===== config.mk =====
export PLATFORM = sky130hd
export DESIGN_NAME = aes_uart_ctrl_flat
export DESIGN_NICKNAME = d
export VERILOG_FILES = /design/src/rtl/aes_uart_ctrl_if.sv /design/src/rtl/aes_uart_ctrl.sv /design/src/flat_wrapper.sv
export SDC_FILE = /design/constraint.sdc
export NUM_CORES = 1
export LEC_CHECK = 0
export BUFFER_PORTS_ARGS = -buffer_cell sky130_fd_sc_hd__buf_2
export CORE_AREA = 8 8 346 348
export CTS_CLUSTER_SIZE = 8
export DETAILED_ROUTE_END_ITERATION = 10
export DIE_AREA = 0 0 354 356
export GPL_ROUTABILITY_DRIVEN = 0
export PLACE_DENSITY_LB_ADDON = 0.05
export SYNTH_ARGS = -nofsm -noshare
export SYNTH_HDL_FRONTEND = slang
export SYNTH_SLANG_ARGS = --single-unit

===== constraint.sdc =====
create_clock -name clk_i -period 2 [get_ports clk_i]
set_clock_uncertainty 0.1 [all_clocks]
set_input_delay 0.4 -clock clk_i [delete_from_list [all_inputs] [get_ports clk_i]]
set_output_delay 0.4 -clock clk_i [all_outputs]
set_load 0.005 [all_outputs]

===== src/rtl/aes_uart_ctrl_if.sv =====
// Bus bundle between the AES/UART sequencer and its receiver, AES core and transmitter.
interface aes_uart_ctrl_if;
  logic [127:0] i_metin;
  logic         i_metin_valid;
  logic [255:0] i_anahtar;
  logic         i_anahtar_valid;
  logic [255:0] o_aes_key;
  logic [127:0] o_aes_block;
  logic         o_aes_start;
  logic         i_aes_done;
  logic [127:0] i_aes_result;
  logic [7:0]   o_tx_byte;
  logic         o_tx_dv;
  logic         i_tx_done;
  logic         o_key_loaded;
  logic         o_busy;
  logic         o_overrun;

  // Environment side: receiver, AES core and transmitter.
  modport master (
    output i_metin, i_metin_valid, i_anahtar, i_anahtar_valid,
    output i_aes_done, i_aes_result, i_tx_done,
    input  o_aes_key, o_aes_block, o_aes_start, o_tx_byte, o_tx_dv,
    input  o_key_loaded, o_busy, o_overrun
  );

  // Sequencer side.
  modport slave (
    input  i_metin, i_metin_valid, i_anahtar, i_anahtar_valid,
    input  i_aes_done, i_aes_result, i_tx_done,
    output o_aes_key, o_aes_block, o_aes_start, o_tx_byte, o_tx_dv,
    output o_key_loaded, o_busy, o_overrun
  );
endinterface


===== src/rtl/aes_uart_ctrl.sv =====
// Sequencer: latches key/text from the hex receiver, runs the AES core and
// streams the 128-bit result to the UART transmitter as 32 ASCII hex chars.
module aes_uart_ctrl #(
  parameter int unsigned TIMEOUT_CYCLES = 32'd1048576,
  parameter bit          SEND_CRLF      = 1'b1,
  parameter bit          UPPERCASE      = 1'b1
) (
  input  logic           clk_i,
  input  logic           reset_n,
  aes_uart_ctrl_if.slave bus
);

  localparam int unsigned TMO_W   = 32;
  localparam int unsigned CNT_W   = 6;
  localparam int unsigned N_CHARS = 32;

  typedef enum logic [2:0] {
    S_IDLE,
    S_START,
    S_WAIT_AES,
    S_SEND,
    S_WAIT_TX,
    S_EOL
  } state_t;

  state_t             state;
  logic [255:0]       key_q;
  logic [127:0]       block_q;
  logic [127:0]       shift_q;
  logic [CNT_W-1:0]   cnt_q;
  logic [TMO_W-1:0]   tmo_q;
  logic [7:0]         tx_byte_q;
  logic               tx_dv_q;
  logic               aes_start_q;
  logic               key_loaded_q;
  logic               busy_q;
  logic               overrun_q;
  logic               err_q;
  logic               in_eol_q;
  logic               eol_lf_q;

  // Nibble to ASCII hex character.
  function automatic logic [7:0] hex_char(input logic [3:0] n);
    if (n < 4'd10)  return 8'h30 + 8'(n);
    else if (UPPERCASE) return 8'h41 + 8'(n - 4'd10);
    else            return 8'h61 + 8'(n - 4'd10);
  endfunction

  // Main sequencer: state, handshake pulses and datapath registers.
  always_ff @(posedge clk_i or negedge reset_n) begin
    if (!reset_n) begin
      state        <= S_IDLE;
      key_q        <= '0;
      block_q      <= '0;
      shift_q      <= '0;
      cnt_q        <= '0;
      tmo_q        <= '0;
      tx_byte_q    <= '0;
      tx_dv_q      <= 1'b0;
      aes_start_q  <= 1'b0;
      key_loaded_q <= 1'b0;
      busy_q       <= 1'b0;
      overrun_q    <= 1'b0;
      err_q        <= 1'b0;
      in_eol_q     <= 1'b0;
      eol_lf_q     <= 1'b0;
    end else begin
      aes_start_q <= 1'b0;
      tx_dv_q     <= 1'b0;
      overrun_q   <= (state != S_IDLE) && (bus.i_metin_valid || bus.i_anahtar_valid);

      case (state)
        S_IDLE: begin
          if (bus.i_anahtar_valid) begin
            key_q        <= bus.i_anahtar;
            key_loaded_q <= 1'b1;
          end
          if (bus.i_metin_valid) begin
            busy_q <= 1'b1;
            // A key arriving in the same cycle counts as loaded.
            if (key_loaded_q || bus.i_anahtar_valid) begin
              block_q <= bus.i_metin;
              err_q   <= 1'b0;
              state   <= S_START;
            end else begin
              err_q <= 1'b1;
              cnt_q <= CNT_W'(1);
              state <= S_SEND;
            end
          end
        end

        S_START: begin
          aes_start_q <= 1'b1;
          tmo_q       <= '0;
          state       <= S_WAIT_AES;
        end

        S_WAIT_AES: begin
          if (bus.i_aes_done) begin
            shift_q <= bus.i_aes_result;
            cnt_q   <= CNT_W'(N_CHARS);
            err_q   <= 1'b0;
            state   <= S_SEND;
          end else if ((TIMEOUT_CYCLES != 0) && (tmo_q == (TIMEOUT_CYCLES - 32'd1))) begin
            err_q <= 1'b1;
            cnt_q <= CNT_W'(1);
            state <= S_SEND;
          end else begin
            tmo_q <= tmo_q + TMO_W'(1);
          end
        end

        S_SEND: begin
          tx_byte_q <= err_q ? 8'h45 : hex_char(shift_q[127:124]);
          tx_dv_q   <= 1'b1;
          in_eol_q  <= 1'b0;
          state     <= S_WAIT_TX;
        end

        S_WAIT_TX: begin
          if (bus.i_tx_done) begin
            if (in_eol_q) begin
              if (eol_lf_q) begin
                busy_q <= 1'b0;
                state  <= S_IDLE;
              end else begin
                eol_lf_q <= 1'b1;
                state    <= S_EOL;
              end
            end else begin
              shift_q <= {shift_q[123:0], 4'h0};
              cnt_q   <= cnt_q - CNT_W'(1);
              if (cnt_q > CNT_W'(1)) begin
                state <= S_SEND;
              end else if (SEND_CRLF) begin
                eol_lf_q <= 1'b0;
                state    <= S_EOL;
              end else begin
                busy_q <= 1'b0;
                state  <= S_IDLE;
              end
            end
          end
        end

        S_EOL: begin
          tx_byte_q <= eol_lf_q ? 8'h0A : 8'h0D;
          tx_dv_q   <= 1'b1;
          in_eol_q  <= 1'b1;
          state     <= S_WAIT_TX;
        end

        default: begin
          busy_q <= 1'b0;
          state  <= S_IDLE;
        end
      endcase
    end
  end

  assign bus.o_aes_key    = key_q;
  assign bus.o_aes_block  = block_q;
  assign bus.o_aes_start  = aes_start_q;
  assign bus.o_tx_byte    = tx_byte_q;
  assign bus.o_tx_dv      = tx_dv_q;
  assign bus.o_key_loaded = key_loaded_q;
  assign bus.o_busy       = busy_q;
  assign bus.o_overrun    = overrun_q;

endmodule


===== src/flat_wrapper.sv =====
// flat-port wrapper written by rule: the top's interface ports become plain ports
module aes_uart_ctrl_flat 
#(
  parameter int unsigned TIMEOUT_CYCLES = 32'd1048576,
  parameter bit          SEND_CRLF      = 1'b1,
  parameter bit          UPPERCASE      = 1'b1
)
  (clk_i, reset_n, bus_i_metin, bus_i_metin_valid, bus_i_anahtar, bus_i_anahtar_valid, bus_i_aes_done, bus_i_aes_result, bus_i_tx_done, bus_o_aes_key, bus_o_aes_block, bus_o_aes_start, bus_o_tx_byte, bus_o_tx_dv, bus_o_key_loaded, bus_o_busy, bus_o_overrun);
  aes_uart_ctrl_if bus_i ();
  input  logic clk_i;
  input  logic reset_n;
  input wire logic [$bits(bus_i.i_metin)-1:0] bus_i_metin;
  input wire logic [$bits(bus_i.i_metin_valid)-1:0] bus_i_metin_valid;
  input wire logic [$bits(bus_i.i_anahtar)-1:0] bus_i_anahtar;
  input wire logic [$bits(bus_i.i_anahtar_valid)-1:0] bus_i_anahtar_valid;
  input wire logic [$bits(bus_i.i_aes_done)-1:0] bus_i_aes_done;
  input wire logic [$bits(bus_i.i_aes_result)-1:0] bus_i_aes_result;
  input wire logic [$bits(bus_i.i_tx_done)-1:0] bus_i_tx_done;
  output wire logic [$bits(bus_i.o_aes_key)-1:0] bus_o_aes_key;
  output wire logic [$bits(bus_i.o_aes_block)-1:0] bus_o_aes_block;
  output wire logic [$bits(bus_i.o_aes_start)-1:0] bus_o_aes_start;
  output wire logic [$bits(bus_i.o_tx_byte)-1:0] bus_o_tx_byte;
  output wire logic [$bits(bus_i.o_tx_dv)-1:0] bus_o_tx_dv;
  output wire logic [$bits(bus_i.o_key_loaded)-1:0] bus_o_key_loaded;
  output wire logic [$bits(bus_i.o_busy)-1:0] bus_o_busy;
  output wire logic [$bits(bus_i.o_overrun)-1:0] bus_o_overrun;
  assign bus_i.i_metin = bus_i_metin;
  assign bus_i.i_metin_valid = bus_i_metin_valid;
  assign bus_i.i_anahtar = bus_i_anahtar;
  assign bus_i.i_anahtar_valid = bus_i_anahtar_valid;
  assign bus_i.i_aes_done = bus_i_aes_done;
  assign bus_i.i_aes_result = bus_i_aes_result;
  assign bus_i.i_tx_done = bus_i_tx_done;
  assign bus_o_aes_key = bus_i.o_aes_key;
  assign bus_o_aes_block = bus_i.o_aes_block;
  assign bus_o_aes_start = bus_i.o_aes_start;
  assign bus_o_tx_byte = bus_i.o_tx_byte;
  assign bus_o_tx_dv = bus_i.o_tx_dv;
  assign bus_o_key_loaded = bus_i.o_key_loaded;
  assign bus_o_busy = bus_i.o_busy;
  assign bus_o_overrun = bus_i.o_overrun;
  aes_uart_ctrl #(.TIMEOUT_CYCLES(TIMEOUT_CYCLES), .SEND_CRLF(SEND_CRLF), .UPPERCASE(UPPERCASE)) u_core (.clk_i(clk_i), .reset_n(reset_n), .bus(bus_i));
endmodule

Yosys cells after proc, flatten, opt, wreduce, memory -nomap -nowiden:

Index checks and enable logic that the tools add are counted.

* output and inout port bits: 397
* bits in registers: 569
* memories kept: 0
* bits of input ports: 518
* latch bits: 0
* logic and storage cells: 103
* memory bits (writable): 0
* memory bits (read-only): 0

* multipliers: 0
* reduce and logical (&&, ||, !) cells: 21
* multiplexer cells: 42
* shift operators: 0
* div/mod/pow operators: 0
* order comparisons: 2
* bitwise logic cells: 1
* $add $sub $neg: 5
* equality and inequality tests: 17

Operators with widths (number)
* $mux 128: 3
* $pmux 128 s2: 1
* $mux 32: 2
* $pmux 32 s2: 1
* $mux 6: 6
* $add 32x1->32 const B: 1
* $eq 32x20->1 const B: 1
* $mux 3: 8
* $pmux 6 s3: 1
* $mux 8: 2
* $pmux 8 s2: 1
* $pmux 3 s5: 1
* $reduce_and 3->1: 5
* $ne 2x2->1 const B: 7
* $mux 1: 12
* $add 7x8->8 const A: 1
* $reduce_bool 2->1: 4
* $add 6x4->7 const A: 1
* $eq 3x2->1 const B: 2
* $eq 3x3->1 const B: 2
* $gt 6x1->1 const B: 1
* $ne 2x1->1 const B: 3
* $reduce_and 6->1: 1
* $reduce_bool 3->1: 2
* other kinds (17): 19

Depth between registers and ports, before layout:

Gate-level depths: netlist of the first run.

* depth in word-level cells: 5
* gate-level depth with buffers: 9
* gate-level depth less buffers: 8

Worst setup path after synthesis of the first run:

OpenSTA, ideal clock, no wires.

* path type: flip-flop to flip-flop
* start point: register u_core.tmo_q[0]
* end point: register u_core.tmo_q[26]
* data required time: 1.822 ns
* stages on the path, launching flop included: 8
* path buffers: 1
* period minus slack after synthesis: 2.186 ns
* path slack: -0.186 ns
* arrival: 2.008 ns
* library setup time: 0.078 ns
* cells stage by stage: dfrtp_1 -> ha_1 -> nand4_1 -> nor3_1 -> or4b_1 -> buf_2 -> or3_1 -> a21oi_1

* word-level cells in the longest chain between the ends: 4
* elaborated cells between the ends (all ways): 7
* classes of those cells: 1 x add/sub; 2 x eq/ne; 3 x mux; 1 x reduce/logical

RTL lines
* start, declared: RTL line aes_uart_ctrl.sv:31 `logic [TMO_W-1:0] tmo_q;`
* start signal, assigned: RTL line aes_uart_ctrl.sv:110 `tmo_q <= tmo_q + TMO_W'(1);`
* $add 32x1->32: RTL line aes_uart_ctrl.sv:110
* $mux 32: RTL line aes_uart_ctrl.sv:105 `end else if ((TIMEOUT_CYCLES != 0) && (tmo_q == (TIMEOUT_CYCLES - 32'd1))) begin`
* $mux 32: RTL line aes_uart_ctrl.sv:100 `if (bus.i_aes_done) begin`
* $pmux 32 s2: RTL line aes_uart_ctrl.sv:72 `case (state)`

Parallel ways exist; a longest one is shown, timed or not. The select of a mux whose other input is x is not followed.
A chain may end at the register's enable or synchronous reset.

Worst setup path in the final report of the first run:

* start point: register u_core.state[0]
* end point: register u_core.block_q[12], in the netlist u_core.bus.o_aes_block[12]

* word-level cells in the longest chain between the ends: 2

RTL lines
* start, declared: RTL line aes_uart_ctrl.sv:26 `state_t state;`
* start signal, assigned: RTL line aes_uart_ctrl.sv:52 `state <= S_IDLE;`
* start signal, assigned: RTL line aes_uart_ctrl.sv:84 `state <= S_START;`
* start signal, assigned: RTL line aes_uart_ctrl.sv:88 `state <= S_SEND;`
* $logic_not 3->1: RTL line aes_uart_ctrl.sv:72
* $reduce_and 3->1 (no source line)
* end signal, assigned: RTL line aes_uart_ctrl.sv:82 `block_q <= bus.i_metin;`
* end, declared: RTL line aes_uart_ctrl.sv:28 `logic [127:0] block_q;`

No other way between the ends.

==> results of run 1 <==
==> cell type report <==
cell class              count  area, um^2  area share (%)
multi-input cells        1165        8450            21.5
clock inverters             3        47.5           0.121
flip-flops and latches    568       14200            36.2
inverters                  11        43.8           0.111
clock buffers              97        2170            5.53
well taps                1512        1890            4.82
repair buffers           1639       12400            31.7
diodes                     13        32.5          0.0828
==> through the flow <==
step	hold slack (ps)	instances	instance area, um^2	utilization (%)	setup slack, ps
2_1_floorplan	4.41	1861	23100	-	-101
3_3_place_gp	122	4330	30700	26.9	-281
3_5_place_dp	122	4330	30700	26.9	-298
4_1_cts	0.596	4959	38300	33.7	-201
5_1_grt	22.7	5006	39300	34.5	-387
6_report	44.4	5008	39300	34.5	-260
==> layer usage <==
metal,vias up,wire (um),global-route usage [%]
met1,10100,44000,19.0
met4,10,4350,6.69
met3,170,8470,5.71
li1,9758,-,-
met2,714,55900,28.7
met5,-,64,0
==> synthesized netlist by cell type (2+ instances only) <==
master,count
nand2b_1,2
dfrtp_1,568
nor3b_2,2
a31o_2,2
o41ai_1,2
xor2_1,7
a31oi_1,126
nor3_1,6
clkbuf_1,41
mux2_2,386
nand3_1,31
mux2i_1,4
a211oi_1,5
o22ai_1,2
buf_1,4
o31ai_1,13
nor4_1,5
or3_1,12
o21ai_0,30
and4_1,5
xnor2_1,2
o21a_1,2
ha_1,7
and2_1,5
or4_1,9
a21oi_1,30
buf_4,12
buf_2,58
o211ai_1,6
inv_1,10
and3_1,4
or2_2,5
nand2_1,281
nand4_1,11
nor2_1,145
==> registers in the layout (all words and copies together), names as in the netlist <==
signal and count:
u_core.in_eol_q 1, u_core.bus.o_tx_dv 1, u_core.bus.o_aes_start 1, u_core.cnt_q 6, u_core.bus.o_busy 1, u_core.shift_q 128
u_core.bus.o_aes_block 128, u_core.bus.o_key_loaded 1, u_core.err_q 1, u_core.eol_lf_q 1, u_core.bus.o_aes_key 256, u_core.bus.o_overrun 1
u_core.tmo_q 32, u_core.bus.o_tx_byte 7, u_core.state 3
==> what timing repair did <==
action,in CTS,in global routing
setup endpoints to repair,406,544
pin swaps,8,7
resized for setup,28,58
hold buffers,511,0
buffers inserted,16,12
endpoints found under the hold margin,914,0
cloned,4,24
==> cells by family (layout without fill, tap and decap cells) <==
| kind of cell | count (synthesis) | in the layout | synth area share, % |
|---|---|---|---|
| multiplexers | 390 | 390 | 19.0 |
| flip-flops | 568 | 568 | 61.6 |
| XOR/XNOR | 9 | 9 | 0.342 |
| adder cells (fa/ha/maj) | 7 | 7 | 0.380 |
| AO/OA/AOI/OAI | 224 | 224 | 6.00 |
| AND/OR/NAND/NOR | 534 | 534 | 10.0 |
| buffers and inverters | 128 | 1750 | 2.63 |
| other | 1 | 14 | 0.0163 |
==> tightest hold or removal path: stages <==
cell and delay (ps):
buf_2 100, nand2_1 110, a31oi_1 110
==> path summary, 6_finish.rpt <==
| kind | startpoint | to | slack [ps] | cells past startpoint |
|---|---|---|---|---|
| min in group asynchronous | reset_n | u_core.shift_q[21]$_DFFE_PN0P_ | 70 | 2 |
| worst max-delay path | u_core.state[0]$_DFFE_PN0P_ | u_core.bus.o_aes_block[12]$_DFFE_PN0P_ | -260 | 9 |
| max in group asynchronous | reset_n | u_core.shift_q[117]$_DFFE_PN0P_ | 900 | 4 |
| worst min register to register | u_core.shift_q[1]$_DFFE_PN0P_ | u_core.shift_q[1]$_DFFE_PN0P_ | 390 | 2 |
| worst max register to register | u_core.state[0]$_DFFE_PN0P_ | u_core.bus.o_aes_block[12]$_DFFE_PN0P_ | -260 | 9 |
| worst min-delay path | bus_i_aes_result[126] | u_core.shift_q[126]$_DFFE_PN0P_ | 40 | 3 |
==> power breakdown <==
part / switching (mW) / internal, mW
logic: 10.9 / 11.8
registers: 2.96 / 17.1
clock network: 5.15 / 7.62
==> results by group, run 1 <==
Worst setup path
  – Critical Path Fanout Max: 12
  – CP startpoint kind: flip-flop
  – Max incr delay on CP: 430 ps
  – Critical Path RT: around 2400 ps
  – Most frequent cell on the critical path: buf_4
  – Critical Path AT: 2660 ps
  – CP max stage cell: dfrtp_2
  – Cells along the critical path: buf_4 -> buf_6 -> nor3_4 -> buf_4 -> and3_4 -> buf_12 -> clkbuf_16 -> buf_16 -> mux2_2
  – WS Path Type: reg2reg
  – CP endpoint kind: flip-flop
  – CP bufs+invs: 6
  – Worst path top cell family by delay: buffers and inverters

Synthesis
  – Seq/Total Area, Yosys: 61.6%
  – Syn avg cell area: approximately 12 um^2
  – Post-synth top area cell: dfrtp_1
  – Area contributors post-synth: dfrtp_1 (62%), mux2_2 (19%), nand2_1 (4.6%)
  – Syn_nets: 2,386
  – Ys async rst share: 100%
  – Post-synthesis register bit count: 568
  – Synth Warn #: 0
  – Post-synthesis cell count: 1,861
  – Post-synth EDFFs: 0
  – Mapped Area: 23,100 um^2
  – Netlist cell types: 56
  – Synth top area share: 61.6%
  – Most frequently used flop master after synthesis: dfrtp_1

Route
  – Vias per Instance: 4.14
  – Vias: roughly 21k
  – Initial DRC Count: slightly below 900
  – Final wirelength: 113,000 um
  – Number of detailed-route iterations in the first pass: 5
  – Final ANT Viol Nets: 0
  – Wire per inst: 22.5 um
  – DRC: 0

Place
  – Detailed Place HPWL: 85,000 um
  – Port Buffers: 913

Die
  – Top Ports: 915
  – Initial Utilization: 20.3%
  – DIE AREA: 126,000 um^2
  – CORE AREA: between 100,000 and 150,000 um^2
  – Rows: 124
  – Die width: 354 um
  – Die Ht: 356 um

Clocking
  – Root Driver: clkbuf_16
  – Clock slew at reported path FFs: 50 ps
  – Clk_lat worst skew: 630 ps
  – CTS max path bufs: 3
  – TritonCTS Buffers: 82
  – H-tree Lvls: 3
  – TritonCTS clock tree: built
  – Clock sink count: between 500 and 600

Run status
  – Failing checks: setup timing
  – Status: complete, but fails checks

Power
  – PwrDens: 1410 nW/um^2
  – Power, Total: between 50 and 60 mW
  – Maximum vdd drop: 0.684 mV
  – Leak: 18.0 nW

STA
  – Setup-failing EPs final: 468
  – Final WS setup: -260 ps
  – Tcrit/Tclk final: 113%
  – Final Hold Viols: 0
  – Slew HR: 58.2%
  – RSZ-0062 raised after global routing: true
  – Setup TNS: -63,390 ps
  – Fin crit period: 2260 ps
  – Max frequency: 442 MHz
  – Worst slew pin tran: 627 ps
  – Fin. max-slew vios: 0

Layout
  – # fillers: 11.6k
  – Commonest non-fill, non-tap cell in the layout: buf_2
  – Most frequent cells in the layout: buf_2 (913), dfrtp_1 (566), dlygate4sd3_1 (511)
  – Final Net Count: between 3k and 4k
  – Synth-to-layout area growth: 70.3%
  – Ratio of cells with drive above 1 in the final layout: 47.4%

Run
  – Max-Cap Viols: 0

Global routing
  – Largest net degree at the start of global routing: 91
  – Total gr overflow: 0
  – First-pass GRT wire length: 159,000 um
  – Antenna violations before repair: 23
  – GR Util All Layers: 16.7%
  – Vias in the first global route: about 23k

Hold path
  – Min-Delay Path Class: in2reg
No activity file was read; power rests on OpenSTA's default activity.
==> inputs of run 2 (changes only) <==
Settings changed: CORE_AREA 8 8 346 348 to 8 8 355 357, DIE_AREA 0 0 354 356 to 0 0 363 365.
Clock period 2 ns to 2.9 ns, I/O delays scaled along.
==> results by group, run 2 (same netlist as run 1, synthesis figures left out) <==
Run status
  – Status: finished, final reports clean

Clocking
  – CTS resizes: 0 (-100%)
  – Clock sink count: 568 (unchanged)
  – Clk_lat worst skew: 630 ps (about the same)
  – Cts hold-fix bufs: 32 (-94%)
  – H-tree Lvls: 3 (unchanged)
  – Clock slew at reported path FFs: 50 ps (about the same)
  – TritonCTS clock tree: built
  – CTS max path bufs: 3 (unchanged)
  – TritonCTS Buffers: 83 (+1.2%)
  – Post-CTS Setup Inserts: 0 (-16)
  – Root Driver: clkbuf_16

Worst setup path
  – Cells along the critical path: nor3b_2 -> nand2b_1 -> or4b_1 -> or3_1 -> a21oi_1
  – Worst path top cell family by delay: simple AND/OR/NAND/NOR gates
  – Critical Path Fanout Max: 11 (-1)
  – Critical Path AT: 2970 ps (+310 ps)
  – R2R depth: 5 (-4)
  – RR Startpoint: u_core.state[1]$_DFFE_PN0P_
  – CP bufs+invs: 0 (-6)
  – CP startpoint kind: flip-flop
  – CP Depth: 5 (-4)
  – Critical Path RT: 3350 ps (+950 ps)
  – CP endpoint kind: flip-flop
  – Setup slack, reg-to-reg: 380 ps (+640 ps)
  – CP max stage cell: or4b_1
  – Critical Path End: u_core.tmo_q[26]$_DFFE_PN0P_
  – Max incr delay on CP: 680 ps (+250 ps)
  – RR Endpoint: u_core.tmo_q[26]$_DFFE_PN0P_
  – WS Path Type: reg2reg
  – Setup crit start: u_core.state[1]$_DFFE_PN0P_

Layout
  – Commonest non-fill, non-tap cell in the layout: buf_2
  – Max reg flops: 256 (unchanged)
  – Design area: 32,500 um^2 (-17%)
  – Synth-to-layout area growth: 40.9%
  – Most frequent cells in the layout: buf_2 (912), dfrtp_1 (568), mux2_2 (386)
  – Ratio of cells with drive above 1 in the final layout: 51.6% (+4.2 points)
  – Final Net Count: 3,357 (-16%)
  – # fillers: 13.0k (+11%)

Global routing
  – Largest net degree at the start of global routing: 132 (+45%)
  – Vias in the first global route: 19.6k (-14%)
  – Total gr overflow: 0 (unchanged)
  – GR Util All Layers: 15.2% (-1.5 points)
  – First-pass GRT wire length: 148,000 um (-7.1%)
  – Antenna violations before repair: 72 (+210%)

STA
  – RSZ-0062 raised after global routing: false
  – Max frequency: 397 MHz (-10%)
  – Setup TNS: 0 ps (+63,390 ps)
  – Fin. max-slew vios: 0 (unchanged)
  – Slew HR: 51.4% (-6.8 points)
  – Fin crit period: 2520 ps (+260 ps)
  – Worst slew pin tran: 729 ps (+103 ps)
  – Setup-failing EPs final: 0 (-100%)
  – Tcrit/Tclk final: 86.9% (-26 points)
  – Final Hold Viols: 0 (unchanged)

Route
  – DRC: 0 (unchanged)
  – Wire per inst: 23.5 um (+4.3%)
  – Final ANT Viol Nets: 0 (unchanged)
  – Number of detailed-route iterations in the first pass: 7 (+2)
  – Final wirelength: 106,000 um (-6.3%)
  – Vias: 18.6k (-10%)
  – Vias per Instance: 4.12 (-0.27%)
  – Initial DRC Count: 747 (-15%)

Power
  – Sw Ratio: 34.9% (+0.71 points)
  – PwrDens: 1110 nW/um^2 (-22%)
  – Clock power share: 24.9% (+1.9 points)
  – Switching power total: 12.5 mW (-34%)
  – Internal: 23.4 mW (-36%)
  – Leak: 14.9 nW (-17%)
  – Maximum vdd drop: 0.387 mV (-43%)
  – Comb pwr share: 36.5% (-4.3 points)
  – Flop pwr share: 38.6% (+2.5 points)

Die
  – Die Ht: 365 um (+2.5%)
  – Die width: 363 um (+2.5%)
  – CORE AREA: 121,000 um^2 (+5.9%)
  – Top Ports: 915 (unchanged)
  – Rows: 128 (+3.2%)
  – DIE AREA: 132,000 um^2 (+5.1%)
  – Initial Utilization: 19.1% (-1.1 points)

Hold path
  – Min-Delay Path Class: in2reg
  – Hold Crit Depth: 2 (-1)

Place
  – Placed cell area: 29,900 um^2 (-2.6%)
  – Detailed Place HPWL: 84,500 um (-0.61%)
  – Port Buffers: 913 (unchanged)

Run
  – Max-Cap Viols: 0 (unchanged)
## run 2: cell types whose count changed in the layout (fill, tap and decap cells not counted), sizes merged
cell         delta
clkinv          +3
diode           +8
dlygate4sd3   -479
clkbuf         -19
inv             +3
buf           -138
bufinv          -1
clkinvlp        +1
## run 2: power by group through the flow
stage	Clock (mW)	Combinational, mW	Sequential, mW
2_1_floorplan	0	6.54	13.9
3_3_place_gp	0	13.4	13.9
3_5_place_dp	0	13.5	14.0
4_1_cts	9.40	13.6	13.9
5_1_grt	9.66	14.4	14.5
6_report	8.94	13.1	13.9
## run 2: worst reg2reg max path: stages (launching register included)
cell	delay [ps]
dfrtp_1	600
nor3b_2	320
nand2b_1	180
or4b_1	680
or3_1	390
a21oi_1	170
## run 2: routing by layer
metal  track usage (%)  wire length [um]
met1              17.3             41100
met2              25.6             51600
met3              5.55              8630
met4              6.27              4060
met5                 0               239
## run 2: worst min-delay path by stage
stage | from | to
2_1_floorplan | reset_n | u_core.bus.o_aes_block[0]$_DFFE_PN0P_
3_3_place_gp | u_core.bus.o_aes_block[61]$_DFFE_PN0P_ | u_core.bus.o_aes_block[61]$_DFFE_PN0P_
3_5_place_dp | reset_n | u_core.shift_q[32]$_DFFE_PN0P_
4_1_cts | bus_i_metin[108] | u_core.bus.o_aes_block[108]$_DFFE_PN0P_
5_1_grt | bus_i_anahtar[82] | u_core.bus.o_aes_key[82]$_DFFE_PN0P_
6_report | bus_i_anahtar[24] | u_core.bus.o_aes_key[24]$_DFFE_PN0P_
## run 2: cell type report
| type | count | area (um^2) | area share, % |
|---|---|---|---|
| clock buffers | 97 | 2150 | 6.61 |
| inverters | 11 | 41.3 | 0.127 |
| multi-input cells | 1165 | 8280 | 25.5 |
| diodes | 21 | 52.6 | 0.162 |
| flip-flops and latches | 568 | 14200 | 43.7 |
| well taps | 1625 | 2030 | 6.26 |
| clock inverters | 9 | 125 | 0.385 |
| repair buffers | 1003 | 5610 | 17.3 |
## run 2: through the flow
| stage | util (%) | hold slack, ps | total power, mW | instances | setup WS (ps) |
|---|---|---|---|---|---|
| 2_1_floorplan | - | 184 | 20.4 | 1861 | 714 |
| 3_3_place_gp | 24.8 | 384 | 27.4 | 4340 | 415 |
| 3_5_place_dp | 24.8 | 385 | 27.5 | 4340 | 401 |
| 4_1_cts | 26.9 | 0.0177 | 36.9 | 4478 | 386 |
| 5_1_grt | 26.9 | 23.5 | 38.5 | 4488 | 161 |
| 6_report | 27.0 | 69.2 | 35.9 | 4499 | 380 |
==> inputs of run 3 (changes only) <==
Settings changed: PLACE_DENSITY set to 0.45, PLACE_DENSITY_LB_ADDON 0.05 to not set.
==> results by group, run 3 (same netlist as run 1, synthesis figures left out) <==
Clocking
  – TritonCTS clock tree: built
  – CTS max path bufs: 3 (unchanged)
  – H-tree Lvls: 3 (unchanged)
  – Clock slew at reported path FFs: 50 ps (about the same)
  – TritonCTS Buffers: 83 (unchanged)
  – Post-CTS Setup Inserts: 0 (unchanged)
  – Root Driver: clkbuf_16
  – Clk_lat worst skew: 630 ps (about the same)
  – Clock sink count: 568 (unchanged)
  – CTS resizes: 0 (unchanged)
  – Cts hold-fix bufs: 5 (-84%)

Worst setup path
  – CP startpoint kind: flip-flop
  – Max incr delay on CP: 570 ps (-110 ps)
  – Cells along the critical path: nor3_1 -> and2_4 -> buf_12 -> buf_12 -> mux2_2
  – Critical Path AT: 2880 ps (-90 ps)
  – Most frequent cell on the critical path: buf_12
  – Critical Path RT: 3310 ps (-40 ps)
  – RR Startpoint: u_core.state[0]$_DFFE_PN0P_
  – Worst path top cell family by delay: simple AND/OR/NAND/NOR gates
  – CP max stage cell: dfrtp_1
  – Critical Path Fanout Max: 25 (+14)
  – CP bufs+invs: 2 (+2)
  – R2R depth: 5 (unchanged)
  – RR Endpoint: u_core.bus.o_aes_key[91]$_DFFE_PN0P_
  – CP endpoint kind: flip-flop
  – Setup slack, reg-to-reg: 430 ps (+50 ps)
  – WS Path Type: reg2reg

Layout
  – Most frequent cells in the layout: buf_2 (912), dfrtp_1 (568), mux2_2 (386)
  – Commonest non-fill, non-tap cell in the layout: buf_2
  – Non-filler cells, final: 4,468 (-0.69%)
  – Final core occ: 26.8% (-0.18 points)
  – Final Net Count: 3,342 (-0.45%)
  – Ratio of cells with drive above 1 in the final layout: 52.5% (+0.88 points)
  – Max reg flops: 256 (unchanged)
  – Synth-to-layout area growth: 40.0%

Route
  – Wire per inst: 20.9 um (-11%)
  – Final wirelength: 93,200 um (-12%)
  – Vias per Instance: 4.09 (-0.76%)
  – DRC: 0 (unchanged)
  – Number of detailed-route iterations in the first pass: 5 (-2)
  – Final ANT Viol Nets: 0 (unchanged)
  – Initial DRC Count: 1,156 (+55%)
  – Vias: 18.3k (-1.4%)

Global routing
  – First-pass GRT wire length: 132,000 um (-11%)
  – GR Util All Layers: 13.3% (-1.9 points)
  – Vias in the first global route: 19.0k (-3.1%)
  – Total gr overflow: 0 (unchanged)
  – Antenna violations before repair: 31 (-57%)
  – Largest net degree at the start of global routing: 132 (unchanged)

Die
  – DIE AREA: 132,000 um^2 (unchanged)
  – Rows: 128 (unchanged)
  – Top Ports: 915 (unchanged)
  – CORE AREA: 121,000 um^2 (unchanged)
  – Initial Utilization: 19.1% (unchanged)
  – Die width: 363 um (unchanged)
  – Die Ht: 365 um (unchanged)

Place
  – Detailed Place HPWL: 73,300 um (-13%)
  – Port Buffers: 913 (unchanged)
  – Placed cell count: 4,352 (+0.28%)

STA
  – Fin crit period: 2470 ps (-52.2 ps)
  – Slew HR: 52.5% (+1.1 points)
  – Tcrit/Tclk final: 85.1% (-1.8 points)
  – Worst slew pin tran: 712 ps (-17.2 ps)
  – RSZ-0062 raised after global routing: false
  – Max frequency: 405 MHz (+2.1%)
  – Fin. max-slew vios: 0 (unchanged)
  – Setup TNS: 0 ps (unchanged)
  – Final Hold Viols: 0 (unchanged)
  – Setup-failing EPs final: 0 (unchanged)

Hold path
  – Hold Crit Depth: 2 (unchanged)
  – Min-Delay Path Class: in2reg
  – Worst-case hold path end point: u_core.bus.o_aes_key[171]$_DFFE_PN0P_
  – Hold_sp: bus_i_anahtar[171]

Power
  – Maximum vdd drop: 0.542 mV (+40%)
  – Leak: 14.8 nW (-0.44%)
  – PwrDens: 1100 nW/um^2 (-0.41%)

Run
  – Max-Cap Viols: 0 (unchanged)

Run status
  – Status: finished, final reports clean
[run 3: cell types whose count changed in the layout (fill, tap and decap cells not counted)]
cell | before | now
buf_12 | 22 | 24
dlygate4sd3_1 | 32 | 5
buf_4 | 36 | 46
clkinvlp_4 | 1 | 3
diode_2 | 21 | 13
clkinv_2 | 1 | 2
clkbuf_1 | 12 | 3
clkbuf_8 | 2 | 0
[run 3: area by class of cell]
class	count	area, um^2
clock buffers	86	2090
well taps	1625	2030
repair buffers	988	5460
multi-input cells	1165	8280
clock inverters	12	145
flip-flops and latches	568	14200
fillers	12900	88300
diodes	13	32.5
inverters	11	41.3
[run 3: worst max-delay path by stage]
stage / startpoint / to / slack, ps / cells past startpoint
final: u_core.state[0]$_DFFE_PN0P_ / u_core.bus.o_aes_key[91]$_DFFE_PN0P_ / 430 / 5
after global routing: u_core.state[0]$_DFFE_PN0P_ / u_core.bus.o_aes_key[91]$_DFFE_PN0P_ / 230 / 5
after CTS: u_core.state[0]$_DFFE_PN0P_ / u_core.bus.o_aes_key[91]$_DFFE_PN0P_ / 340 / 5
after detailed placement: u_core.state[0]$_DFFE_PN0P_ / u_core.bus.o_aes_key[91]$_DFFE_PN0P_ / 350 / 5
after global placement: u_core.state[0]$_DFFE_PN0P_ / u_core.bus.o_aes_key[48]$_DFFE_PN0P_ / 400 / 5
after floorplan: u_core.tmo_q[0]$_DFFE_PN0P_ / u_core.tmo_q[26]$_DFFE_PN0P_ / 710 / 7
[run 3: stage by stage]
stage	instance area, um^2	hold WS [ps]	worst slack [ps]	total power, mW
6_report	32300	77.9	432	35.5
5_1_grt	32300	12.7	230	38.0
4_1_cts	32300	0.347	336	36.2
3_5_place_dp	30000	390	347	27.2
3_3_place_gp	30000	383	405	27.0
2_1_floorplan	23100	184	714	20.4
[run 3: power by group]
part | internal (mW) | switching, mW | total, mW
Combinational | 6.46 | 6.40 | 12.9
Sequential | 11.8 | 2.15 | 13.9
Clock | 5.10 | 3.63 | 8.73
[run 3: per-layer routing]
layer,vias up,GRT usage (%),wire (um)
met5,-,0,126
met4,20,4.03,2570
met3,159,5.77,9370
met2,725,20.9,43000
met1,8940,16.4,38200
li1,8443,-,-
